### src/rtl/rect_fill_engine.sv
// ---------------------------------------------------------------------------
// rect_fill_engine
//
// Streams one framebuffer pixel write per clock for a rectangle command
// (origin, size, colour). The rectangle is clipped to the FB_WIDTH x
// FB_HEIGHT framebuffer and scanned row-major. The Enable_Draw, Draw_X,
// Draw_Y and Draw_Color outputs connect directly to the framebuffer write
// port.
//
// Optional feature: define RECT_FILL_OUTLINE_EN to honour Cmd_Outline.
// With the feature enabled, an outline command draws only the border of the
// clipped rectangle. Without it, every command is a full fill.
//
// Ports
//   Fast_Clock   in   clock shared with the framebuffer write port
//   Reset_N      in   asynchronous active-low reset
//   Cmd_Valid    in   command present
//   Cmd_Ready    out  engine idle; a command is taken on Cmd_Valid & Cmd_Ready
//   Cmd_X/Y      in   top-left corner of the rectangle (unsigned)
//   Cmd_W/H      in   width and height in pixels
//   Cmd_Color    in   fill colour
//   Cmd_Outline  in   draw the border only (RECT_FILL_OUTLINE_EN builds)
//   Hold         in   stall the pixel stream (the write port is shared)
//   Enable_Draw  out  pixel write strobe
//   Draw_X/Y     out  pixel coordinate, zero-extended to 32 bits
//   Draw_Color   out  pixel colour, zero-extended to 32 bits
//   Busy         out  command in progress
//   Done         out  one-cycle pulse when a command completes
//
// State table
//   state  | meaning
//   IDLE   | waiting for a command; Cmd_Ready high once settled
//   LOAD   | clip the latched command and detect empty rectangles
//   DRAW   | emit one pixel per cycle unless Hold is high
//   DONE   | completion; Done is raised on the following cycle
// ---------------------------------------------------------------------------
module rect_fill_engine #(
   parameter int FB_WIDTH   = 160,
   parameter int FB_HEIGHT  = 120,
   parameter int COLOR_BITS = 9
) (
   input  logic                  Fast_Clock,
   input  logic                  Reset_N,
   input  logic                  Cmd_Valid,
   output logic                  Cmd_Ready,
   input  logic [7:0]            Cmd_X,
   input  logic [6:0]            Cmd_Y,
   input  logic [7:0]            Cmd_W,
   input  logic [7:0]            Cmd_H,
   input  logic [COLOR_BITS-1:0] Cmd_Color,
   input  logic                  Cmd_Outline,
   input  logic                  Hold,
   output logic                  Enable_Draw,
   output logic [31:0]           Draw_X,
   output logic [31:0]           Draw_Y,
   output logic [31:0]           Draw_Color,
   output logic                  Busy,
   output logic                  Done
);

   localparam logic [8:0] FB_W9 = 9'(FB_WIDTH);
   localparam logic [8:0] FB_H9 = 9'(FB_HEIGHT);

   typedef enum logic [1:0] {
      S_IDLE = 2'd0,
      S_LOAD = 2'd1,
      S_DRAW = 2'd2,
      S_DONE = 2'd3
   } state_t;

   state_t state_q, state_d;

   logic                  cmd_ready_q, cmd_ready_d;
   logic                  busy_q, busy_d;
   logic                  done_q, done_d;
   logic                  enable_q, enable_d;
   logic [7:0]            draw_x_q, draw_x_d;
   logic [6:0]            draw_y_q, draw_y_d;
   logic [COLOR_BITS-1:0] draw_color_q, draw_color_d;

   // latched command
   logic [7:0]            x0_q, x0_d;
   logic [6:0]            y0_q, y0_d;
   logic [7:0]            w_q, w_d;
   logic [7:0]            h_q, h_d;
   logic [COLOR_BITS-1:0] color_q, color_d;

   // scan position and the last column/row of the clipped rectangle
   logic [7:0]            x_q, x_d;
   logic [6:0]            y_q, y_d;
   logic [7:0]            x_last_q, x_last_d;
   logic [6:0]            y_last_q, y_last_d;

`ifdef RECT_FILL_OUTLINE_EN
   logic                  outline_q, outline_d;
`else
   logic                  unused_outline;
   assign unused_outline = Cmd_Outline;
`endif

   logic       accept;
   logic [8:0] x_sum, y_sum;
   logic [8:0] x_end, y_end;
   logic       cmd_empty;
   logic       at_x_last, at_y_last;

   assign accept = Cmd_Valid & cmd_ready_q;

   // 9-bit sums so that a rectangle running past the edge cannot wrap
   assign x_sum     = {1'b0, x0_q} + {1'b0, w_q};
   assign y_sum     = {2'b00, y0_q} + {1'b0, h_q};
   assign x_end     = (x_sum > FB_W9) ? FB_W9 : x_sum;
   assign y_end     = (y_sum > FB_H9) ? FB_H9 : y_sum;
   assign cmd_empty = ({1'b0, x0_q} >= FB_W9) || ({2'b00, y0_q} >= FB_H9) ||
                      (w_q == 8'd0) || (h_q == 8'd0);

   assign at_x_last = (x_q == x_last_q);
   assign at_y_last = (y_q == y_last_q);

   always_comb begin
      state_d      = state_q;
      cmd_ready_d  = 1'b0;
      done_d       = (state_q == S_DONE);
      enable_d     = 1'b0;
      draw_x_d     = draw_x_q;
      draw_y_d     = draw_y_q;
      draw_color_d = draw_color_q;
      x0_d         = x0_q;
      y0_d         = y0_q;
      w_d          = w_q;
      h_d          = h_q;
      color_d      = color_q;
      x_d          = x_q;
      y_d          = y_q;
      x_last_d     = x_last_q;
      y_last_d     = y_last_q;
`ifdef RECT_FILL_OUTLINE_EN
      outline_d    = outline_q;
`endif

      unique case (state_q)
         S_IDLE: begin
            // Ready rises one cycle after entering IDLE and falls on the
            // accepting edge, so a held Cmd_Valid is taken only once.
            cmd_ready_d = ~accept;
            if (accept) begin
               x0_d      = Cmd_X;
               y0_d      = Cmd_Y;
               w_d       = Cmd_W;
               h_d       = Cmd_H;
               color_d   = Cmd_Color;
`ifdef RECT_FILL_OUTLINE_EN
               outline_d = Cmd_Outline;
`endif
               state_d   = S_LOAD;
            end
         end

         S_LOAD: begin
            x_last_d = 8'(x_end - 9'd1);
            y_last_d = 7'(y_end - 9'd1);
            x_d      = x0_q;
            y_d      = y0_q;
            state_d  = cmd_empty ? S_DONE : S_DRAW;
         end

         S_DRAW: begin
            if (!Hold) begin
               enable_d     = 1'b1;
               draw_x_d     = x_q;
               draw_y_d     = y_q;
               draw_color_d = color_q;
               if (at_x_last && at_y_last) begin
                  state_d = S_DONE;
               end else if (at_x_last) begin
                  x_d = x0_q;
                  y_d = y_q + 7'd1;
               end else begin
                  x_d = x_q + 8'd1;
`ifdef RECT_FILL_OUTLINE_EN
                  // interior rows of an outline: left edge, then right edge
                  if (outline_q && (x_q == x0_q) && (y_q != y0_q) && !at_y_last)
                     x_d = x_last_q;
`endif
               end
            end
         end

         S_DONE: begin
            state_d = S_IDLE;
         end

         default: begin
            state_d = S_IDLE;
         end
      endcase

      // Busy spans accept through the last write, so that at any cycle exactly
      // one of Cmd_Ready, Busy or Done is high.
      busy_d = (state_d == S_LOAD) || (state_d == S_DRAW) ||
               (state_q == S_LOAD) || (state_q == S_DRAW);
   end

   always_ff @(posedge Fast_Clock or negedge Reset_N) begin
      if (!Reset_N) begin
         state_q      <= S_IDLE;
         cmd_ready_q  <= 1'b1;
         busy_q       <= 1'b0;
         done_q       <= 1'b0;
         enable_q     <= 1'b0;
         draw_x_q     <= '0;
         draw_y_q     <= '0;
         draw_color_q <= '0;
         x0_q         <= '0;
         y0_q         <= '0;
         w_q          <= '0;
         h_q          <= '0;
         color_q      <= '0;
         x_q          <= '0;
         y_q          <= '0;
         x_last_q     <= '0;
         y_last_q     <= '0;
`ifdef RECT_FILL_OUTLINE_EN
         outline_q    <= 1'b0;
`endif
      end else begin
         state_q      <= state_d;
         cmd_ready_q  <= cmd_ready_d;
         busy_q       <= busy_d;
         done_q       <= done_d;
         enable_q     <= enable_d;
         draw_x_q     <= draw_x_d;
         draw_y_q     <= draw_y_d;
         draw_color_q <= draw_color_d;
         x0_q         <= x0_d;
         y0_q         <= y0_d;
         w_q          <= w_d;
         h_q          <= h_d;
         color_q      <= color_d;
         x_q          <= x_d;
         y_q          <= y_d;
         x_last_q     <= x_last_d;
         y_last_q     <= y_last_d;
`ifdef RECT_FILL_OUTLINE_EN
         outline_q    <= outline_d;
`endif
      end
   end

   assign Cmd_Ready   = cmd_ready_q;
   assign Busy        = busy_q;
   assign Done        = done_q;
   assign Enable_Draw = enable_q;
   assign Draw_X      = {24'd0, draw_x_q};
   assign Draw_Y      = {25'd0, draw_y_q};
   assign Draw_Color  = {{(32-COLOR_BITS){1'b0}}, draw_color_q};

endmodule

### config.mk
export PLATFORM = sky130hd
export DESIGN_NAME = rect_fill_engine
export DESIGN_NICKNAME = d
export VERILOG_FILES = /design/src/rtl/rect_fill_engine.sv
export SDC_FILE = /design/constraint.sdc
export NUM_CORES = 1
export LEC_CHECK = 0
export ABC_CLOCK_PERIOD_IN_PS = 3500
export BUFFER_PORTS_ARGS = -buffer_cell sky130_fd_sc_hd__buf_2
export CAP_MARGIN = 10
export CORE_ASPECT_RATIO = 1.75
export CORE_MARGIN = 1
export CORE_UTILIZATION = 40
export CTS_CLUSTER_DIAMETER = 60
export DETAILED_ROUTE_END_ITERATION = 8
export GPL_TIMING_DRIVEN = 0
export HOLD_SLACK_MARGIN = 0.05
export SLEW_MARGIN = 20
export SYNTH_ARGS = -nofsm -noshare
export SYNTH_HDL_FRONTEND = slang
export SYNTH_SLANG_ARGS = --single-unit
### constraint.sdc
create_clock -name Fast_Clock -period 3.5 [get_ports Fast_Clock]
set_clock_uncertainty 0.1 [all_clocks]
set_input_delay 0.175 -clock Fast_Clock [delete_from_list [all_inputs] [get_ports Fast_Clock]]
set_output_delay 0.175 -clock Fast_Clock [all_outputs]
set_load 0.01 [all_outputs]
==> results.md <==
- The number of antenna diodes is 0.
- Relative to the synthesized area, the layout overhead comes to 29.5%.
- The startpoint kind of the worst setup timing path is a register.
- The number of global-route vias before repair is 4596.
- The number of synthesized flops with an enable pin is 0.
- The startpoint identified for the worst register-to-register timing path is y0_q[0]$_DFFE_PN0P_.
- For this design the static power due to leakage is 3.68 nW.
- For the worst-skew pair, the clock arrives at the later sink with an insertion delay of 0.35 ns.
- The share of Yosys cell area claimed by the top area cell type is 42.4%.
- The run finished with clean final reports.
- The global-route wire length before repair is 22300 um.
- Static timing analysis puts the maximum clock frequency at 0.301 GHz.
- The critical path class is register to register.
- The first-pass detailed-route iteration total is 6.
- Of the synthesized area, sequential elements account for 42.8%.
- In the final routed layout, each cell accounts on average for approximately 15 um.
- The initial utilization of the core area, before any placement, comes to 40.9%.
- In this run, the number of DRC markers left after iteration 0 of detailed routing was 211.
- In the synthesized netlist, the cells that appear most often are sky130_fd_sc_hd__dfrtp_1, sky130_fd_sc_hd__buf_4, sky130_fd_sc_hd__mux2_2.
- The average cell area after synthesis is 10.9 um2.
- Synthesis inferred 100 register bits.
- For the worst setup path, the data required time is 3.62 ns.
- During synthesis, Yosys emitted a total of 0 warnings.
- The post-route netlist has 34.9% of its cells at a drive strength greater than 1.
- In this design, the largest share of critical-path delay is due to compound AO/OA/AOI/OAI gates.
- The most critical setup path has its startpoint at y0_q[0]$_DFFE_PN0P_.
- TritonCTS built the clock tree.
- The largest fanout on the critical path is 4.
- The clock passes through at most 2 buffers.
- The CTS buffer count is 9.
- The cell area after synthesis is 5840 um2.
- For this run, design rule violations remaining after detail routing come to 0.
- The height of the chip is 162 um.
- The global-route congestion overflow total is 0.
- The aggregate negative setup slack is 0 ns.
- The tool flagged a number of max-cap violations equal to 0.
- The number of nets in the final layout is 810.
- The number of buffers and inverters on the critical path is 0.
- The total power is approximately 8 mW.
- Across all register-to-register paths, the minimum setup slack is 0.18 ns.
- The largest individual stage delay along the critical path comes from the cell sky130_fd_sc_hd__dfrtp_1.
- The routed layout has 4532 vias.
- STA classifies the critical path endpoint as a register.
- Entering global routing, the biggest net connects 74 pins.
- The H-tree was split into 3 levels.
- VDD sags by at most 0.681 mV.
- The library cell with the largest summed area after synthesis is sky130_fd_sc_hd__dfrtp_1.
- The global routing usage summed across all routing layers is 19.2%.
- The post-DP HPWL is 10500 um.
- In this run the remaining antenna-violating nets after routing total 0.
- At the end of routability-driven placement, the weighted congestion stood at roughly 0.86.
- The arrival time at the worst endpoint is ~3.4 ns.
- The number of hold violations in the final report is 0.
- Clock-pin slew was measured on the worst setup and hold paths at 0.07 ns.
- The final count of pins violating max slew came to 0.
- The final count of negative-setup-slack endpoints is 0.
- The share of flip-flops with an asynchronous set or reset is between 90% and 100%.
- The clock root buffer is sky130_fd_sc_hd__clkbuf_16.
- The class of the tightest hold or removal check is input port to async pin.
- The distinct cell type count after synthesis is 69.
- The width of the die is 93.4 um.
- The power density over cell area is 1040 nW/um2.
- In this run the tool buffered the top-level ports with 71 buffer cells.
- The signal on the critical path passes through ha_1 > fa_2 > a211oi_2 > o21bai_1 > o22a_1 > o41ai_4 > o31a_1 > nand2_1 > ha_1 > nor3b_2 > nand3b_1 > xnor2_1 > a31oi_1.
- The number of cells produced by synthesis is 537.
- The number of antenna violations at the first check in global routing is 0.
- Setup repair after global routing left no endpoint under its margin.
- The delay of the slowest cell on the worst path is 0.42 ns.
- Row generation in the floorplan step produced 58 rows.
- In this run the count of I/O pins placed on the die edge is approximately 150.
- The floorplan step defined a core boundary enclosing 14300 um2.
- The final cycle utilization of the critical path is a little over nine tenths.
- The shortest clock period the worst path allows after layout is 3.32 ns.
- The endpoint of the lowest-slack register-to-register path is y_last_q[6]$_DFFE_PN0P_.
- Yosys instantiated no cell more often than sky130_fd_sc_hd__dfrtp_1.
- At the pin with the least slew margin, the transition time is 0.771 ns.
- In the synthesized netlist the dominant register cell turns out to be sky130_fd_sc_hd__dfrtp_1.
- The die covers around 15000 um2.
- The dominant cell type by count on the critical path is sky130_fd_sc_hd__ha_1.
- The instance count on the critical path is 13.
- Sorting the synthesized cells by area gives the leading types as sky130_fd_sc_hd__dfrtp_1, sky130_fd_sc_hd__mux2_2, sky130_fd_sc_hd__buf_4, sky130_fd_sc_hd__ha_1, sky130_fd_sc_hd__xor2_1.
- The overall routed net length is 13900 um.
- The number of cells on the worst reg-to-reg path is 13.
- The headroom to the max-slew limit is between 40% and 50%.
- The count of clock tree sinks is 100.
- In the routed layout, each cell is associated on average with a via count of 4.90.
## worst register-to-register path: cells and delay by family, from the launching register on
| kind | cells | cell delay [ns] |
|---|---|---|
| AOI/OAI and AO/OA | 6 | 1.31 |
| adders and majority gates | 3 | 0.84 |
| DFF | 1 | 0.42 |
| and+or+nand+nor | 3 | 0.37 |
| xor gates and xnor gates | 1 | 0.13 |
## power by group
group | internal, mW | switching [mW]
Combinational | 2.22 | 2.42
Sequential | 1.72 | 0.530
Clock | 0.512 | 0.453
## cells in the final DEF (no fill, tap or decap), drive strengths merged, types with 2 or more instances in the layout
cell and n:
inv 14, and2 2, buf 161, o31a 2
clkinv 2, nand2 21, nand4 3, conb 72
nand3b 3, o211a 2, nor4 7, nor2 23
o21ai 20, a31oi 11, ha 24, or3 3
clkbuf 17, xnor2 12, a21o 4, and3 7
nand2b 11, nor3b 2, dfrtp 99, mux2i 7
o41ai 2, a31o 5, nand3 12, fa 2
mux2 63, xor2 20, a21oi 29, o311a 2
o22ai 6, a211oi 2, nor3 5, a22o 2
dlygate4sd3 42
## registers in the layout, summed over array words and instances, names as in the netlist, 8 cells and up
name          count
color_q           9
h_q               8
draw_x_q          8
x0_q              8
w_q               8
x_last_q          8
x_q               8
draw_color_q      9
## final cells by class
cell class                 instances  area (um2)
sequential                       100        2500
timing repair buffer             120         855
clock buffer                      11         243
clock inverter                     5        45.0
fill                            1287        6730
buffer                            89         626
inverter                          12        45.0
multi-input combinational        407        3030
tap                              180         225
## timing repair
action	4_1_cts	5_1_grt
hold endpoints to repair	140	0
gates resized for setup	2	14
setup endpoints to repair	4	5
buffers inserted	0	6
pin swaps	0	1
hold buffers	42	0
## worst max-delay path by stage
stage	endpoint	slack, ns
finish	y_last_q[6]$_DFFE_PN0P_	0.18
detailed placement	x_last_q[6]$_DFFE_PN0P_	-0.06
global route	y_last_q[6]$_DFFE_PN0P_	0.03
global placement	x_last_q[6]$_DFFE_PN0P_	-0.04
floorplan	y_last_q[6]$_DFFE_PN0P_	0.39
CTS	y_last_q[6]$_DFFE_PN0P_	0.01
## metrics by stage
stage          util, %  instances  worst slack, ns  area, um2  hold slack (ns)
2_1_floorplan        -        608            0.387       6110           -0.221
3_3_place_gp      46.8        859          -0.0407       6690            0.308
3_5_place_dp      47.0        860          -0.0553       6730          -0.0395
4_1_cts           52.1        918           0.0117       7450            0.158
5_1_grt           52.9        924           0.0289       7570            0.196
6_report          52.9        924            0.181       7570            0.176
## per-layer routing
layer | GRT usage (%) | share of wire [%] | up-vias
met4 | 11.9 | 4.2 | 0
met5 | 0 | 0 | -
met3 | 2.90 | 3.8 | 30
met1 | 18.4 | 34 | 2183
met2 | 37.2 | 58 | 130
li1 | - | - | 2189
## kinds of logic after synthesis
kind of cell / share of synthesized area, %
and+or+nand+nor: 9.23
buffers and inverters: 11.5
DFF: 42.8
AOI/OAI and AO/OA: 12.3
xor gates and xnor gates: 4.92
adders and majority gates: 5.82
other: 0.0642
muxes: 13.3
Note: power is estimated with default switching activity, not from simulation.
